## config.mk

```make
export PLATFORM = sky130hd
export DESIGN_NAME = connect_suite_adder_scheduler
export DESIGN_NICKNAME = d
export VERILOG_FILES = /design/src/rtl/connect_suite_adder_scheduler_pkg.sv /design/src/rtl/connect_suite_adder_scheduler_adder.sv /design/src/rtl/connect_suite_adder_scheduler.sv
export SDC_FILE = /design/constraint.sdc
export NUM_CORES = 1
export LEC_CHECK = 0
export CORE_MARGIN = 1
export CORE_UTILIZATION = 49
export CTS_CLUSTER_SIZE = 20
export DETAILED_ROUTE_END_ITERATION = 10
export HOLD_SLACK_MARGIN = 0.02
export PLACE_DENSITY = 0.95
export SLEW_MARGIN = 5
export SYNTH_ARGS = -nofsm -noshare
export SYNTH_HDL_FRONTEND = slang
export SYNTH_SLANG_ARGS = --single-unit
```

## constraint.sdc

```tcl
create_clock -name clk -period 7.38 [get_ports clk]
set_input_delay 2.214 -clock clk [delete_from_list [all_inputs] [get_ports clk]]
set_output_delay 2.214 -clock clk [all_outputs]
set_load 0.03 [all_outputs]
```

## src/rtl/connect_suite_adder_scheduler_pkg.sv

```systemverilog
// Shared types for the adder scheduler: FSM encoding,
// default width and the round-robin pick helper.
package connect_suite_adder_scheduler_pkg;

  localparam int DATA_W  = 8;
  localparam int MAX_REQ = 8;

  typedef enum logic [1:0] {
    IDLE = 2'd0,
    EXEC = 2'd1,
    RESP = 2'd2
  } state_e;

  typedef struct packed {
    logic       found;
    logic [2:0] idx;
  } pick_t;

  // First set bit at or after ptr, wrapping modulo n.
  function automatic pick_t rr_pick(
    input logic [MAX_REQ-1:0] vld,
    input logic [2:0]         ptr,
    input int                 n
  );
    pick_t p;
    int    j;
    p = '0;
    for (int k = 0; k < MAX_REQ; k++) begin
      j = int'(ptr) + k;
      if (j >= n) j = j - n;
      if (!p.found && k < n && vld[j[2:0]]) begin
        p.found = 1'b1;
        p.idx   = j[2:0];
      end
    end
    return p;
  endfunction

endpackage

```

## src/rtl/connect_suite_adder_scheduler_adder.sv

```systemverilog
// Shared adder datapath: unsigned add with carry out.
// Purely combinational; the scheduler registers the result.
module connect_suite_shared_adder #(
  parameter int DATA_W = 8
) (
  input  logic [DATA_W-1:0] a_i,
  input  logic [DATA_W-1:0] b_i,
  output logic [DATA_W-1:0] sum_o,
  output logic              carry_o
);

  assign {carry_o, sum_o} = {1'b0, a_i} + {1'b0, b_i};

endmodule

```

## src/rtl/connect_suite_adder_scheduler.sv

```systemverilog
// Round-robin scheduler sharing one adder between requesters.
// IDLE grants, EXEC adds, RESP holds the result until taken.
module connect_suite_adder_scheduler
  import connect_suite_adder_scheduler_pkg::*;
#(
  parameter int NUM_REQ = 4,
  parameter int DATA_W  = 8,
  parameter int ID_W    = 2,
  parameter int CNT_W   = 16
) (
  input  logic                      clk,
  input  logic                      reset_n,
  input  logic [NUM_REQ-1:0]        io_req_valid,
  input  logic [NUM_REQ*DATA_W-1:0] io_req_a,
  input  logic [NUM_REQ*DATA_W-1:0] io_req_b,
  output logic [NUM_REQ-1:0]        io_req_ready,
  output logic                      io_resp_valid,
  input  logic                      io_resp_ready,
  output logic [DATA_W-1:0]         io_resp_data,
  output logic                      io_resp_carry,
  output logic [ID_W-1:0]           io_resp_id,
  output logic                      io_busy,
  output logic [CNT_W-1:0]          io_op_count
);

  state_e              state_q, state_d;
  logic [ID_W-1:0]     ptr_q, ptr_d;
  logic [DATA_W-1:0]   a_q, a_d, b_q, b_d;
  logic [ID_W-1:0]     id_q, id_d;
  logic                rvld_q, rvld_d;
  logic [DATA_W-1:0]   rdata_q, rdata_d;
  logic                rcarry_q, rcarry_d;
  logic [ID_W-1:0]     rid_q, rid_d;
  logic [CNT_W-1:0]    cnt_q, cnt_d;

  logic [MAX_REQ-1:0]  vld_pad;
  pick_t               pick;
  logic [ID_W-1:0]     g;
  logic [ID_W-1:0]     g_nxt;
  logic [DATA_W-1:0]   a_sel, b_sel;
  logic [NUM_REQ-1:0]  grant;
  logic [DATA_W-1:0]   sum;
  logic                carry;

  connect_suite_shared_adder #(
    .DATA_W (DATA_W)
  ) u_adder (
    .a_i     (a_q),
    .b_i     (b_q),
    .sum_o   (sum),
    .carry_o (carry)
  );

  // Round-robin winner and its operands.
  always_comb begin
    vld_pad = '0;
    vld_pad[NUM_REQ-1:0] = io_req_valid;
    pick  = rr_pick(vld_pad, 3'(ptr_q), NUM_REQ);
    g     = pick.idx[ID_W-1:0];
    g_nxt = (g == ID_W'(NUM_REQ - 1)) ? '0 : g + ID_W'(1);
    a_sel = '0;
    b_sel = '0;
    for (int i = 0; i < NUM_REQ; i++) begin
      if (ID_W'(i) == g) begin
        a_sel = io_req_a[i*DATA_W +: DATA_W];
        b_sel = io_req_b[i*DATA_W +: DATA_W];
      end
    end
  end

  // Next-state and datapath update for IDLE/EXEC/RESP.
  always_comb begin
    state_d  = state_q;
    ptr_d    = ptr_q;
    a_d      = a_q;
    b_d      = b_q;
    id_d     = id_q;
    rvld_d   = rvld_q;
    rdata_d  = rdata_q;
    rcarry_d = rcarry_q;
    rid_d    = rid_q;
    cnt_d    = cnt_q;
    grant    = '0;
    unique case (state_q)
      IDLE: begin
        if (pick.found) begin
          grant[g] = 1'b1;
          a_d      = a_sel;
          b_d      = b_sel;
          id_d     = g;
          ptr_d    = g_nxt;
          state_d  = EXEC;
        end
      end
      EXEC: begin
        rdata_d  = sum;
        rcarry_d = carry;
        rid_d    = id_q;
        rvld_d   = 1'b1;
        state_d  = RESP;
      end
      RESP: begin
        if (rvld_q && io_resp_ready) begin
          rvld_d  = 1'b0;
          cnt_d   = cnt_q + CNT_W'(1);
          state_d = IDLE;
        end
      end
      default: state_d = IDLE;
    endcase
  end

  // State and datapath registers.
  always_ff @(posedge clk or negedge reset_n) begin
    if (!reset_n) begin
      state_q  <= IDLE;
      ptr_q    <= '0;
      a_q      <= '0;
      b_q      <= '0;
      id_q     <= '0;
      rvld_q   <= 1'b0;
      rdata_q  <= '0;
      rcarry_q <= 1'b0;
      rid_q    <= '0;
      cnt_q    <= '0;
    end else begin
      state_q  <= state_d;
      ptr_q    <= ptr_d;
      a_q      <= a_d;
      b_q      <= b_d;
      id_q     <= id_d;
      rvld_q   <= rvld_d;
      rdata_q  <= rdata_d;
      rcarry_q <= rcarry_d;
      rid_q    <= rid_d;
      cnt_q    <= cnt_d;
    end
  end

  assign io_req_ready  = grant & {NUM_REQ{reset_n}};
  assign io_resp_valid = rvld_q;
  assign io_resp_data  = rdata_q;
  assign io_resp_carry = rcarry_q;
  assign io_resp_id    = rid_q;
  assign io_busy       = (state_q != IDLE);
  assign io_op_count   = cnt_q;

endmodule

```

# Yosys cells after proc, flatten, opt, wreduce, memory -nomap -nowiden
# Index checks and enable logic that the tools add are counted.
[word_totals]
out_inout_bits = 33
n_memories = 0
mem_bits_rw = 0
in_bits = 71
mem_bits_ro = 0
latch_bits = 0
regBits = 50
[classes]
div = 0
shift = 0
n_eq_ne = 8
magnitude_cmp = 10
n_addsub = 10
n_mul = 0
mux = 34
bitwise_logic = 1
n_reduce_logical = 16
[op_table]
columns = ["cell", "count"]
rows = [
  ["two-way mux 8 bit", 8],
  ["two-way mux 4 bit", 6],
  ["adder 16 x 1 -> 16 bit (second input constant)", 1],
  ["< comparator 3 x 4 -> 1 bit (second input constant)", 4],
  ["binary-select mux 1 bit (select 3 bit)", 4],
  ["two-way mux 3 bit", 4],
  ["adder 8 x 8 -> 9 bit", 1],
  ["greater-or-equal comparator 3 bit (second input constant)", 3],
  ["subtractor 3 bit (second input constant)", 3],
  ["AND reduction 2 bit", 4],
  ["adder 2 x 2 -> 3 bit (second input constant)", 2],
  ["two-way mux 1 bit", 6],
  ["two-way mux 2 bit", 3],
  ["one-hot mux 2 bit (3 select lines)", 1],
  ["logical AND 1 bit", 5],
  ["bitwise AND 4 bit", 1],
  ["equality test 2 bit (first input constant)", 2],
  ["equality test 2 bit (second input constant)", 2],
  ["zero test 2 bit", 2],
  ["inequality test 2 bit (second input constant)", 2],
  ["nonzero test 2 bit", 2],
  ["adder 2 x 1 -> 3 bit (second input constant)", 1],
  ["greater-or-equal comparator 2 x 3 -> 1 bit (second input constant)", 1],
  ["zero test 1 bit", 3],
  ["other kinds (8)", 8],
]

# Logic depth before layout (Yosys ltp)
# Gate-level depths: netlist (run 1).
[depth]
word_depth = 21
depth_mapped = 11
ltp_nobuf = 9

# Modules after synthesis
# From an unflattened synthesis (run 1), not the netlist that was laid out.
[unflattened]
hier_cells = 327
area_unflattened_um2 = 2964.1
[by_module_without_submodules]
columns = ["mod", "n_inst", "cells_each", "area_per_inst_um2", "seq_area_each_um2"]
rows = [
  ["connect_suite_adder_scheduler", 1, 285, 2640.0, 1251.2],
  ["connect_suite_shared_adder", 1, 42, 324.1, 0.0],
]

# Worst setup path after synthesis (run 1)
# No wires, ideal clock.
[synth_path]
path_type = "in2out"
startpoint = "input io_req_valid[2]"
endpoint = "output io_req_ready[3]"
t_arrival_ps = 3835
n_path_buf = 2
path_stages = 7
slack_ps = 1331
cell_sequence = "mux2i_1 > nor2_1 > nor4_1 > ha_1 > buf_1 > clkbuf_1 > and3_1"
[synth_rtl]
columns = ["element", "line", "rtl"]
rows = [
  ["start: declaration", "connect_suite_adder_scheduler.sv:13", "input logic [NUM_REQ-1:0] io_req_valid,"],
  ["end: declaration", "connect_suite_adder_scheduler.sv:16", "output logic [NUM_REQ-1:0] io_req_ready,"],
]

==> results of run 1 <==
metrics by stage:
| step | instance area [um^2] | cells | total power (W) | hold slack (ps) |
|---|---|---|---|---|
| after global placement | 4004 | 479 | 0.001407 | 458.8 |
| after CTS | 4110 | 487 | 0.001644 | 478.5 |
| final | 4110 | 487 | 0.001640 | 475.1 |
| after detailed placement | 4004 | 479 | 0.001446 | 466.6 |
| after global routing | 4110 | 487 | 0.001773 | 514.2 |
| after floorplan | 2967 | 319 | 0.001169 | 445.8 |
sequential cells by signal, indices dropped and copies added (netlist names):
register,flops
b_q,8
a_q,8
id_q,2
io_resp_data,8
io_resp_id,2
ptr_q,2
io_op_count,16
io_resp_valid,1
state_q,2
io_resp_carry,1
power by group:
part / switching [W] / internal [W]
sequential: 0.0000834 / 0.000384
clock: 0.0000858 / 0.000101
combinational: 0.000558 / 0.000428
total: 0.000727 / 0.000913
area by class of cell:
class / instances / area, um^2
Clock buffer: 7 / 76.32
Clock inverter: 1 / 30.03
Fill cell: 425 / 1565
Inverter: 22 / 82.58
Multi-Input combinational cell: 227 / 1519
Sequential cell: 50 / 1251
Tap cell: 72 / 90.09
Timing Repair Buffer: 108 / 1061
worst paths after layout:
path / start / end / cells after the start
hold reg to reg: io_op_count[15] / io_op_count[15] / 1
max in group asynchronous: reset_n / io_op_count[5] / 2
hold / removal: io_op_count[15] / io_op_count[15] / 1
setup / recovery: io_req_valid[3] / io_req_ready[2] / 8
min in group asynchronous: reset_n / a_q[2] / 2
setup reg to reg: ptr_q[1] / b_q[7] / 9
worst register-to-register path, cell delays in order (launching register included):
cell,delay [ps]
dfrtp_1,440
nand2b_1,170
a21oi_1,190
nor4_1,120
ha_1,240
buf_4,200
nor2b_1,870
a221oi_1,220
a211o_1,350
a21oi_1,140
synth_stat cells, drive strengths merged, types with 5 or more instances:
cell type  number
xnor2          15
nor3            5
a21oi          44
o21ai           6
buf            14
and3            6
a211o          17
nand4           6
a221oi         16
nand2          26
nor2           24
inv            22
clkbuf          6
dfrtp          50
ha             13
layer usage:
| layer | wire length (um) | global-route usage, % |
|---|---|---|
| met5 | 0 | 0 |
| met4 | 192 | 8.393 |
| met3 | 451 | 6.857 |
| met2 | 3975 | 48.46 |
| met1 | 3247 | 32.00 |
cells by family (layout without fill, tap and decap cells):
family	Yosys count	after routing	share of synthesized area, %
AOI/OAI and AO/OA	99	99	22.27
xor gates and xnor gates	16	16	4.724
adders and majority gates	14	14	6.158
buffers and inverters	42	138	6.621
DFF	50	50	42.18
muxes	5	5	1.856
and+or+nand+nor	93	93	16.20
==> flow_summary.json, run 1 <==
{
  "fp.dieH_um": 79.81,
  "antenna_found_initial": 0,
  "worstMarginPinSlew_ps": 1114,
  "syn_inst": 319,
  "postRouteAntennaNets": 0,
  "core_area_um2": 5675,
  "grt_first_pass_wirelength_um": 13410,
  "crit_type": "input port to output pin",
  "die_x_um": 79.81,
  "synth-async-reset-ratio_pct": 100.0,
  "cts_htree_levels": 2,
  "overflow": 0,
  "hold_viol": 0,
  "ios": 104,
  "design.die.area_um2": 6370,
  "p_per_area_nw_per_um2": 399.0,
  "cts_tree": "built",
  "fin_crit_ps": 6833,
  "vdd_drop_max_mv": 0.2291,
  "maxSlewViolCount": 0,
  "synth_nets": 404,
  "layout_commonest_cell": "clkdlybuf4s50_1",
  "clock_sinks": 50,
  "finalCritPeriodShare_pct": 92.59,
  "first_pass_iters": 4,
  "critPathMaxFanout": 4,
  "drcViolationCount": 0,
  "required_ps": 5170,
  "timing.fmax_mhz": 146.3,
  "setup_tns_ps": 0,
  "synth.top_cell.area_share_pct": 42.18,
  "start_kind": "input port",
  "worst_path_max_delay_cell": "clkdlybuf4s50_1",
  "cts_setup_buffers": 0,
  "grt_max_degree": 51,
  "cp_slowest_stage_delay_ps": 610,
  "synth_edf_count": 0,
  "nets": 499,
  "ys_seq_area_share_pct": 42.18,
  "synthToLayoutAreaGrowth_pct": 38.55,
  "hold_buffers": 0,
  "post-route-util_pct": 72.42,
  "drt_first_iter_violations": 155,
  "slew_headroom_pct": 25.61,
  "grtUsageTotal_pct": 27.24,
  "gp_congestion": 0.8673,
  "crit_path_end_kind": "output pin",
  "path_clk_slew_ps": 90,
  "dp_slack_ps": 567.8,
  "ys_seq_elements": 50,
  "clk_latency_ps": 300,
  "antenna_cells": 0,
  "synth_ff_type": "dfrtp_1",
  "syn_area_per_cell_um2": 9.300,
  "syn-cell-area_um2": 2967,
  "fp-row-count": 27,
  "hold_path.class": "flip-flop to flip-flop",
  "clock_skew_ps": 9.429,
  "initial_core_util_pct": 52.27,
  "setup_viol": 0,
  "maxCapViolCount": 0,
  "outcome": "complete, no violations",
  "clock-root-buffer": "clkbuf_8",
  "yosysTopAreaCell": "dfrtp_1",
  "r2r_setup_slack_ps": 4370,
  "cp.arrival_ps": 4620,
  "yosysWarnings": 0,
  "dp_hpwl_um": 6018,
  "cp_common_cell": "clkdlybuf4s50_1",
  "critical_path_buf_inv_count": 3,
  "vias": 2784,
  "cts-buffers-inserted": 5,
  "grt_pass1_vias": 2919,
  "leakagePower_nw": 1.769,
  "crit_family": "buffers and inverters",
  "post_cts_resized": 0,
  "synth_area_leaders": "dfrtp_1 (42%), a21oi_1 (7.4%), ha_1 (5.5%)",
  "final_cell_mix": "clkdlybuf4s50_1 (101), dfrtp_1 (50), a21oi_1 (44)",
  "cts_buffer_depth": 2,
  "worstPathCellList": "clkdlybuf4s50_1 -> nand2b_1 -> a21oi_1 -> nor4_1 -> inv_1 -> ha_1 -> and3_1 -> clkdlybuf4s50_1",
  "routed_wl_um": 7867,
  "wl_per_cell_um": 16.15,
  "finalWorstSetupSlack_ps": 546.8,
  "synth_cell_type_count": 44,
  "portBuffers": 103,
  "via_per_inst": 5.717,
  "rsz0062_at_grt": "no",
  "drive_above_1_share_pct": 5.060
}
Note: power is estimated with default switching activity, not from simulation.
==> run 2: changes to the inputs <==
--- a/config.mk
+++ b/config.mk
@@ -6,12 +6,13 @@
 export NUM_CORES = 1
 export LEC_CHECK = 0
 export CORE_MARGIN = 1
-export CORE_UTILIZATION = 49
+export CORE_UTILIZATION = 50
 export CTS_CLUSTER_SIZE = 20
 export DETAILED_ROUTE_END_ITERATION = 10
+export DONT_BUFFER_PORTS = 1
 export HOLD_SLACK_MARGIN = 0.02
-export PLACE_DENSITY = 0.95
-export SLEW_MARGIN = 5
+export PLACE_DENSITY = 0.75
+export SLEW_MARGIN = 10
 export SYNTH_ARGS = -nofsm -noshare
 export SYNTH_HDL_FRONTEND = slang
 export SYNTH_SLANG_ARGS = --single-unit
==> run 2 against run 1 <==
  * Sequential power is 19% higher
  * Flip-flop and latch count is the same
  * Largest power group unchanged
  * Via count down 17%
  * Critical path depth down 3
  * Register-to-register slack gained 30 ps
==> flow_summary.json, run 2 (same netlist as run 1, synthesis figures left out) <==
{
  "outcome": "complete, no violations",
  "vdd_drop_max_mv": 0.2485,
  "required_ps": 5170,
  "grtUsageTotal_pct": 21.15,
  "core_area_um2": 5608,
  "setup_tns_ps": 0,
  "cts_buffer_depth": 2,
  "hold_viol": 0,
  "gr-usage-met1_pct": 28.30,
  "maxCapViolCount": 0,
  "postRouteAntennaNets": 0,
  "worstMarginPinSlew_ps": 1042,
  "routed_wl_um": 6465,
  "drcViolationCount": 0,
  "crit_type": "input port to output pin",
  "slew_headroom_pct": 30.51,
  "dpl.cell_count": 373,
  "cts_tree": "built",
  "wl_per_cell_um": 16.97,
  "fp.dieH_um": 79.03,
  "antenna_found_initial": 0,
  "clk_latency_ps": 310,
  "gr-usage-met3_pct": 4.828,
  "via_per_inst": 6.034,
  "path_clk_slew_ps": 100,
  "antenna_cells": 0,
  "leakagePower_nw": 1.361,
  "grt_max_degree": 55,
  "clock-root-buffer": "clkbuf_8",
  "cts_setup_buffers": 0,
  "dp_hpwl_um": 4731,
  "clock_skew_ps": 11.94,
  "crit_path_end_kind": "output pin",
  "ios": 104,
  "grt_util_met2_pct": 34.91,
  "die_x_um": 79.03,
  "cts_htree_levels": 2,
  "grt_pass1_vias": 2263,
  "vias": 2299,
  "portBuffers": 0,
  "critPathMaxFanout": 33,
  "drive_above_1_share_pct": 5.825,
  "grt_first_pass_wirelength_um": 10560,
  "overflow": 0,
  "initial_core_util_pct": 52.90,
  "p_per_area_nw_per_um2": 481.6,
  "cp.arrival_ps": 4100,
  "gp_congestion": 0.9070,
  "setup_viol": 0,
  "start_kind": "input port",
  "final_cell_mix": "dfrtp_1 (50), a21oi_1 (44), nand2_1 (26)",
  "post_cts_resized": 0,
  "stdcell_count": 381,
  "finalCritPeriodShare_pct": 85.57,
  "hold_path.class": "flip-flop to flip-flop",
  "drt_first_iter_violations": 142,
  "clock_sinks": 50,
  "timing.fmax_mhz": 158.3,
  "fp-row-count": 27,
  "first_pass_iters": 4,
  "layout_commonest_cell": "dfrtp_1",
  "design.die.area_um2": 6245,
  "maxSlewViolCount": 0,
  "busiest_layer": "met2",
  "synthToLayoutAreaGrowth_pct": 3.669,
  "nets": 393,
  "hold_buffers": 0,
  "fin_crit_ps": 6315,
  "cts-buffers-inserted": 5,
  "rsz0062_at_grt": "no",
  "largest_reg_flops": 16
}
-- run 2: cell types whose count changed in the layout (fill, tap and decap cells not counted) --
| cell | before | now |
|---|---|---|
| clkbuf_1 | 2 | 0 |
| clkinvlp_4 | 0 | 1 |
| buf_2 | 1 | 0 |
| inv_8 | 0 | 1 |
| clkdlybuf4s50_1 | 101 | 0 |
| buf_4 | 6 | 2 |
-- run 2: cell type report --
| class | instances | area [um^2] |
|---|---|---|
| clock buffer | 5 | 68.82 |
| clock inverter | 3 | 48.80 |
| fill | 524 | 2532 |
| inverter | 22 | 82.58 |
| multi-input combinational | 227 | 1519 |
| sequential | 50 | 1251 |
| tap | 72 | 90.09 |
| timing repair buffer | 2 | 15.01 |
-- run 2: routing by layer --
layer,up-vias,wire [um]
met1,1101,2908
met2,69,3134
met4,0,40
met5,-,0
met3,5,382
li1,1124,-
-- run 2: final timing paths --
kind,startpoint,endpoint,slack [ps],cells after the start
max,io_req_valid[0],io_req_ready[2],1060,5
min,id_q[0],id_q[0],500,1
max reg2reg,ptr_q[1],a_q[1],4400,8
min reg2reg,id_q[0],id_q[0],500,1
max in group asynchronous,reset_n,io_op_count[14],5690,0
min in group asynchronous,reset_n,io_op_count[8],1590,0
-- run 2: report_power, final --
part	internal, W	leakage, nW	switching [W]
sequential	0.000382	0.613	0.000172
clock	0.000103	0.0563	0.0000982
combinational	0.000312	0.692	0.000413
total	0.000798	1.36	0.000683
-- run 2: critical path: stages --
cell and delay (ps):
nor4_1 310, nor4_1 140, inv_1 100, ha_1 850
and3_1 480
-- run 2: stage by stage --
step                hold WS, ps  power (W)  worst slack (ps)  utilization [%]  cell area [um^2]
finish                    502.1   0.001481              1065            54.84              3075
floorplan                 445.8   0.001169              1331                -              2967
detailed placement        485.3   0.001282              1087            52.74              2958
global route              526.6   0.001608             843.3            54.84              3075
global placement          460.3   0.001262              1138            52.74              2958
CTS                       508.3   0.001485              1091            54.84              3075
==> run 3: changes to the inputs <==
--- a/config.mk
+++ b/config.mk
@@ -5,6 +5,8 @@
 export SDC_FILE = /design/constraint.sdc
 export NUM_CORES = 1
 export LEC_CHECK = 0
+export ABC_AREA = 0
+export ABC_CLOCK_PERIOD_IN_PS = 7380
 export CORE_MARGIN = 1
 export CORE_UTILIZATION = 50
 export CTS_CLUSTER_SIZE = 20
==> results of run 3 <==
Same layout as run 2: the final DEF is identical, and so are final timing and power.
